### src/rtl/load_store_unit_pkg.sv
// Shared types and helpers for the RV32I load/store unit.
package load_store_unit_pkg;

    typedef enum logic [1:0] {
        IDLE = 2'd0,
        REQ  = 2'd1,
        WAIT = 2'd2,
        RESP = 2'd3
    } lsu_state_e;

    localparam logic [6:0] OPCODE_LOAD  = 7'b0000011;
    localparam logic [6:0] OPCODE_STORE = 7'b0100011;

    localparam logic [2:0] MEM_B  = 3'b000;
    localparam logic [2:0] MEM_H  = 3'b001;
    localparam logic [2:0] MEM_W  = 3'b010;
    localparam logic [2:0] MEM_BU = 3'b100;
    localparam logic [2:0] MEM_HU = 3'b101;

    function automatic logic [3:0] lsu_be(
        input logic [2:0] f3,
        input logic [1:0] off
    );
        logic [3:0] be;
        case (f3[1:0])
            2'b00:   be = 4'b0001 << off;
            2'b01:   be = off[1] ? 4'b1100 : 4'b0011;
            default: be = 4'b1111;
        endcase
        return be;
    endfunction

    function automatic logic [31:0] lsu_wdata(
        input logic [2:0]  f3,
        input logic [31:0] d
    );
        logic [31:0] w;
        case (f3[1:0])
            2'b00:   w = {4{d[7:0]}};
            2'b01:   w = {2{d[15:0]}};
            default: w = d;
        endcase
        return w;
    endfunction

    // Illegal width encoding or address not aligned to the access size.
    function automatic logic lsu_bad(
        input logic       is_load,
        input logic [2:0] f3,
        input logic [1:0] off
    );
        logic ill;
        logic mis;
        ill = is_load ? (f3 == 3'b011 || f3[2:1] == 2'b11)
                      : (f3 >= 3'b011);
        mis = (f3[1:0] == 2'b01 && off[0])
           || (f3[1:0] == 2'b10 && off != 2'b00);
        return ill || mis;
    endfunction

endpackage

### src/rtl/load_store_unit_align.sv
// Load lane select and sign/zero extension.
import load_store_unit_pkg::*;

module load_align (
    input  logic [31:0] i_rdata,
    input  logic [1:0]  i_off,
    input  logic [2:0]  i_funct3,
    output logic [31:0] o_data
);

    logic [31:0] w_sh;

    assign w_sh = i_rdata >> {i_off, 3'b000};

    always_comb begin
        o_data = w_sh;
        case (i_funct3)
            MEM_B:   o_data = {{24{w_sh[7]}}, w_sh[7:0]};
            MEM_H:   o_data = {{16{w_sh[15]}}, w_sh[15:0]};
            MEM_BU:  o_data = {24'd0, w_sh[7:0]};
            MEM_HU:  o_data = {16'd0, w_sh[15:0]};
            default: o_data = w_sh;
        endcase
    end

endmodule

### src/rtl/load_store_unit.sv
// RV32I memory-access stage: one dmem request per load/store.
import load_store_unit_pkg::*;

module load_store_unit #(
    parameter int DWIDTH = 32,
    parameter int AWIDTH = 32
) (
    input  logic              clk,
    input  logic              reset,
    input  logic              req_valid_i,
    output logic              req_ready_o,
    input  logic [6:0]        opcode_i,
    input  logic [2:0]        funct3_i,
    input  logic [AWIDTH-1:0] addr_i,
    input  logic [DWIDTH-1:0] store_data_i,
    output logic              resp_valid_o,
    output logic [DWIDTH-1:0] resp_data_o,
    output logic              err_o,
    output logic              dmem_req_o,
    output logic              dmem_we_o,
    output logic [AWIDTH-1:0] dmem_addr_o,
    output logic [3:0]        dmem_be_o,
    output logic [DWIDTH-1:0] dmem_wdata_o,
    input  logic              dmem_gnt_i,
    input  logic              dmem_rvalid_i,
    input  logic [DWIDTH-1:0] dmem_rdata_i
);

    lsu_state_e        r_state;
    lsu_state_e        w_next;
    logic              r_store;
    logic [2:0]        r_f3;
    logic [AWIDTH-1:0] r_addr;
    logic [DWIDTH-1:0] r_sdata;
    logic [DWIDTH-1:0] r_rdata;
    logic              r_err;

    logic              w_accept;
    logic              w_in_load;
    logic              w_in_store;
    logic              w_in_mem;
    logic              w_in_bad;
    logic              w_go_mem;
    logic              w_issue;
    logic [DWIDTH-1:0] w_load_data;

    assign w_in_load  = (opcode_i == OPCODE_LOAD);
    assign w_in_store = (opcode_i == OPCODE_STORE);
    assign w_in_mem   = w_in_load || w_in_store;
    assign w_in_bad   = lsu_bad(w_in_load, funct3_i, addr_i[1:0]);
    assign w_go_mem   = w_in_mem && !w_in_bad;
    assign w_accept   = req_valid_i && (r_state == IDLE) && !reset;

    always_comb begin
        w_next = r_state;
        case (r_state)
            IDLE: if (w_accept) w_next = w_go_mem ? REQ : RESP;
            REQ:  if (dmem_gnt_i) w_next = r_store ? RESP : WAIT;
            WAIT: if (dmem_rvalid_i) w_next = RESP;
            RESP: w_next = IDLE;
            default: w_next = IDLE;
        endcase
    end

    always_ff @(posedge clk) begin
        if (reset) r_state <= IDLE;
        else       r_state <= w_next;
    end

    always_ff @(posedge clk) begin
        if (reset) begin
            r_store <= 1'b0;
            r_f3    <= '0;
            r_addr  <= '0;
            r_sdata <= '0;
        end else if (w_accept) begin
            r_store <= w_in_store;
            r_f3    <= funct3_i;
            r_addr  <= addr_i;
            r_sdata <= store_data_i;
        end
    end

    load_align u_align (
        .i_rdata  (dmem_rdata_i),
        .i_off    (r_addr[1:0]),
        .i_funct3 (r_f3),
        .o_data   (w_load_data)
    );

    // Response data/err are loaded on entry to RESP and held afterwards.
    always_ff @(posedge clk) begin
        if (reset) begin
            r_rdata <= '0;
            r_err   <= 1'b0;
        end else if (w_accept && !w_go_mem) begin
            r_rdata <= w_in_mem ? '0 : addr_i;
            r_err   <= w_in_mem;
        end else if (r_state == REQ && dmem_gnt_i && r_store) begin
            r_rdata <= '0;
            r_err   <= 1'b0;
        end else if (r_state == WAIT && dmem_rvalid_i) begin
            r_rdata <= w_load_data;
            r_err   <= 1'b0;
        end
    end

    assign w_issue      = (r_state == REQ) && !reset;
    assign req_ready_o  = reset || (r_state == IDLE);
    assign resp_valid_o = (r_state == RESP) && !reset;
    assign resp_data_o  = reset ? '0 : r_rdata;
    assign err_o        = r_err && !reset;

    assign dmem_req_o   = w_issue;
    assign dmem_we_o    = w_issue && r_store;
    assign dmem_addr_o  = w_issue ? {r_addr[AWIDTH-1:2], 2'b00} : '0;
    assign dmem_be_o    = w_issue ? lsu_be(r_f3, r_addr[1:0]) : 4'b0000;
    assign dmem_wdata_o = (w_issue && r_store)
                        ? lsu_wdata(r_f3, r_sdata) : '0;

endmodule

### config.mk
export PLATFORM = sky130hd
export DESIGN_NAME = load_store_unit
export DESIGN_NICKNAME = d
export VERILOG_FILES = /design/src/rtl/load_store_unit_pkg.sv /design/src/rtl/load_store_unit_align.sv /design/src/rtl/load_store_unit.sv
export SDC_FILE = /design/constraint.sdc
export NUM_CORES = 1
export LEC_CHECK = 0
export CORE_UTILIZATION = 40
export CTS_CLUSTER_DIAMETER = 40
export DETAILED_ROUTE_END_ITERATION = 16
export GPL_ROUTABILITY_DRIVEN = 1
export PLACE_DENSITY_LB_ADDON = 0.2
export SYNTH_ARGS = -nofsm -noshare
export SYNTH_HDL_FRONTEND = slang
export SYNTH_SLANG_ARGS = --single-unit
### constraint.sdc
create_clock -name clk -period 1.66 [get_ports clk]
set_input_delay 0.166 -clock clk [delete_from_list [all_inputs] [get_ports clk]]
set_output_delay 0.166 -clock clk [all_outputs]
set_load 0.01 [all_outputs]
==> flow_metrics.env <==
export IMPL_ios=216
export IMPL_finalSetupViolations=160
export IMPL_synth_seq_cells=103
export IMPL_report_power_total_mw=11.6
export IMPL_final_period_utilization_pct=117
export IMPL_drt_first_iter_violations=473
export IMPL_globalplace_congestion=0.876
export IMPL_setup_tns_ns=-23.46
export IMPL_antenna_found_initial=0
export IMPL_critPathCapture="dmem_wdata_o[15]"
export IMPL_final_period_minus_worst_setup_slack_ns=1.93
export IMPL_timing_critical_path_slowest_cell_delay_ns=0.33
export IMPL_die_h_um=119
export IMPL_place_port_buffers=213
export IMPL_crit_path_max_fanout=7
export IMPL_cts_max_path_buffers=2
export IMPL_floorplan_die_area_sq_um=14200
export IMPL_drc=0
export IMPL_number_of_detailed_routing_iterations_run_before_antenna_repair=6
export IMPL_drt_antenna_violating_nets=0
export IMPL_syn_area_per_cell_sq_um=8.45
export IMPL_dp_cells=1058
export IMPL_setup_worst_path_start="r_state[1]"
export IMPL_clock_fmax_mhz=517
export IMPL_drt_total_wl_um=23200
export IMPL_crit_path_end_kind="output pin"
export IMPL_power_leakage_nw=3.99
export IMPL_total_number_of_h_tree_levels=3
export IMPL_yosysWarnings=0
export IMPL_required_ns=1.49
export IMPL_areaGrowthSynthToFinish_pct=85.6
export IMPL_worst_clock_skew_ns=0.00548
export IMPL_reg2reg_to="r_rdata[8]"
export IMPL_layout_area_seq_sq_um=2070
export IMPL_grt_first_pass_wirelength_um=32200
export IMPL_timing_rr_start="r_state[0]"
export IMPL_grt_remaining_overflow=0
export IMPL_final_cell_count_no_fill=1129
export IMPL_syn_inst=652
export IMPL_tightest_hold_check_type="input port to register"
export IMPL_run_status="finished, violations left"
export IMPL_reg2reg_setup_slack_ns=-0.22
export IMPL_diodes=0
export IMPL_grt_util_all_layers_pct=29.1
export IMPL_final_hold_viol_count=0
export IMPL_arrival_ns=1.77
export IMPL_tritoncts="yes"
export IMPL_vdd_ir_drop_max_v=0.000625
export IMPL_grt_max_degree=52
export IMPL_detailed_place_hpwl_um=13700
export IMPL_layout_filler_cells=872
export IMPL_root_buffer="sky130_fd_sc_hd__clkbuf_16"
export IMPL_dr_total_vias=6349
export IMPL_layout_nets=1064
export IMPL_power_per_cell_area_nw_per_um2=1130
export IMPL_coreArea_sq_um=13300
export IMPL_num_rows=42
export IMPL_synth_cell_type_count=44
export IMPL_worst_skew_pair_late_latency_ns=0.36
export IMPL_rsz0062_at_grt="true"
export IMPL_cts_buffers=9
export IMPL_post_drt_wl_per_cell_um=20.6
export IMPL_die_width_um=119
export IMPL_start_util_pct=41.3
export IMPL_via_count_of_the_first_global_routing_pass=5965
export IMPL_cp_startpoint_kind="register"
export IMPL_worstPathCellList="inv_2, ha_4, nand2_4, or2_4, buf_12, a21oi_2, buf_2"
export IMPL_worst_r2r_path_depth=11
export IMPL_multiInputGateArea_sq_um=3710
export IMPL_clk_pin_slew_worst_paths_ns=0.07
export IMPL_failing_checks="negative setup slack"
export IMPL_crit_path_top_delay_cell="sky130_fd_sc_hd__dfxtp_2"
export IMPL_avgViaCountPerCell=5.62
export IMPL_path_class="register to output pin"
export IMPL_synthesis_area_sq_um=5510
export IMPL_drv_slew=0
export IMPL_final_setup_worst_slack_ns=-0.274
export IMPL_yosysSeqAreaShare_pct=37.4
export IMPL_worst_slack_at_placement_ns=-0.538
export IMPL_drv_cap=0
export IMPL_cts_sinks=103
export IMPL_layout_drive_gt1_share_pct=38.0
-- worst min path at each step --
stage | startpoint | end | slack [ns] | cells after the start
after floorplan | store_data_i[0] | r_sdata[0] | 0.30 | 1
after global placement | r_store | r_store | 0.43 | 2
after detailed placement | r_store | r_store | 0.43 | 2
after CTS | reset | r_rdata[0] | 0.36 | 4
after global routing | reset | r_rdata[1] | 0.36 | 4
final | reset | r_rdata[1] | 0.35 | 4
-- logic make-up (layout without fill, tap and decap cells) --
kind of cell               after synthesis  after routing  synth area share (%)
AOI/OAI and AO/OA                      179            179                  25.5
adders and majority gates                5              5                  1.14
buffers and inverters                   82            381                  6.56
DFF                                    103            103                  37.4
muxes                                   37             37                  6.79
other                                    1              2                0.0681
and+or+nand+nor                        245            246                  22.5
-- stage by stage --
step	utilization, %	instance area [sq um]	hold WS [ns]
3_5_place_dp	62.1	8290	0.434
5_1_grt	76.6	10200	0.360
2_1_floorplan	-	5540	0.299
4_1_cts	69.8	9310	0.360
6_report	76.6	10200	0.347
3_3_place_gp	62.1	8290	0.431
-- worst max-delay path, delay by kind of cell, from the launching register on --
family          cells  cell delay (ns)
simple gates        2             0.38
flops               1             0.33
fa+ha+maj           1             0.17
buf+inv             3             0.41
compound gates      1             0.12
-- flip-flops by register name, summed over array words and instances, names as in the netlist --
register  flops
r_rdata      32
r_sdata      32
r_addr       32
r_state       2
r_f3          3
r_store       1
r_err         1
-- where the power goes --
part	internal (mW)	switching [mW]	total, mW
Clock	1.51	0.982	2.49
Sequential	3.01	0.306	3.32
Combinational	3.08	2.66	5.74
-- cell usage after synthesis (all sizes together) --
cell type,count,share of area (%)
dfxtp,103,37
a22o,67,11
nand2,63,4.3
nor2,51,3.8
nand3,48,4.4
and2,46,5.2
mux2i,34,6.2
o21ai,33,3.0
a21oi,31,2.9
buf,29,2.9
clkbuf,29,2.0
inv,23,1.6
nor2b,22,2.5
a221oi,20,4.8
o211ai,17,2.4
a211oi,9,1.5
ha,5,1.1
or2,4,0.45
mux2,3,0.61
nand2b,3,0.34
nand4,2,0.23
nor4,2,0.61
a21o,1,0.14
a222oi,1,0.18
and4b,1,0.18
and4bb,1,0.23
clkinv,1,0.068
conb,1,0.068
nand4bb,1,0.20
nor3,1,0.091
-- per-layer routing --
metal  up-vias  part of all wire [%]  GRT usage, %
met2       322                    50          50.5
met3        62                   8.0          6.03
met5         -                     0             0
met1      3039                    39          34.9
li1       2926                     -             -
met4         0                   3.4          11.7
-- layout by cell type, fill, tap and decap left out, types with 10 or more instances in the layout --
cell type / n
sky130_fd_sc_hd__buf_2: 22
sky130_fd_sc_hd__clkbuf_16: 17
sky130_fd_sc_hd__nand2_1: 61
sky130_fd_sc_hd__buf_12: 21
sky130_fd_sc_hd__buf_6: 71
sky130_fd_sc_hd__nor2b_2: 16
sky130_fd_sc_hd__buf_4: 61
sky130_fd_sc_hd__mux2i_1: 32
sky130_fd_sc_hd__inv_1: 19
sky130_fd_sc_hd__o21ai_0: 17
sky130_fd_sc_hd__nor2_1: 30
sky130_fd_sc_hd__a21oi_2: 13
sky130_fd_sc_hd__buf_16: 11
sky130_fd_sc_hd__o21ai_1: 10
sky130_fd_sc_hd__nor2_4: 19
sky130_fd_sc_hd__a22o_1: 66
sky130_fd_sc_hd__and2_4: 26
sky130_fd_sc_hd__a21oi_1: 14
sky130_fd_sc_hd__o211ai_1: 16
sky130_fd_sc_hd__and2_1: 20
sky130_fd_sc_hd__dfxtp_1: 98
sky130_fd_sc_hd__clkdlybuf4s50_1: 140
sky130_fd_sc_hd__a221oi_2: 18
sky130_fd_sc_hd__nand3_1: 38
-- cell type report --
type                       count  share of cell area, %
multi-input combinational    469                   36.3
timing repair inverter         1                 0.0734
sequential                   103                   20.3
clock inverter                 6                   1.05
inverter                      24                   1.03
timing repair buffer         340                   36.8
clock buffer                  10                   2.34
tap                          176                   2.15
-- repair_timing --
action,in CTS,in global routing
pin swaps,53,78
gates cloned,13,11
setup buffers,15,20
setup endpoints to repair,192,180
resized for setup,411,137
hold buffers,0,0
(Power assumes the default switching activity.)
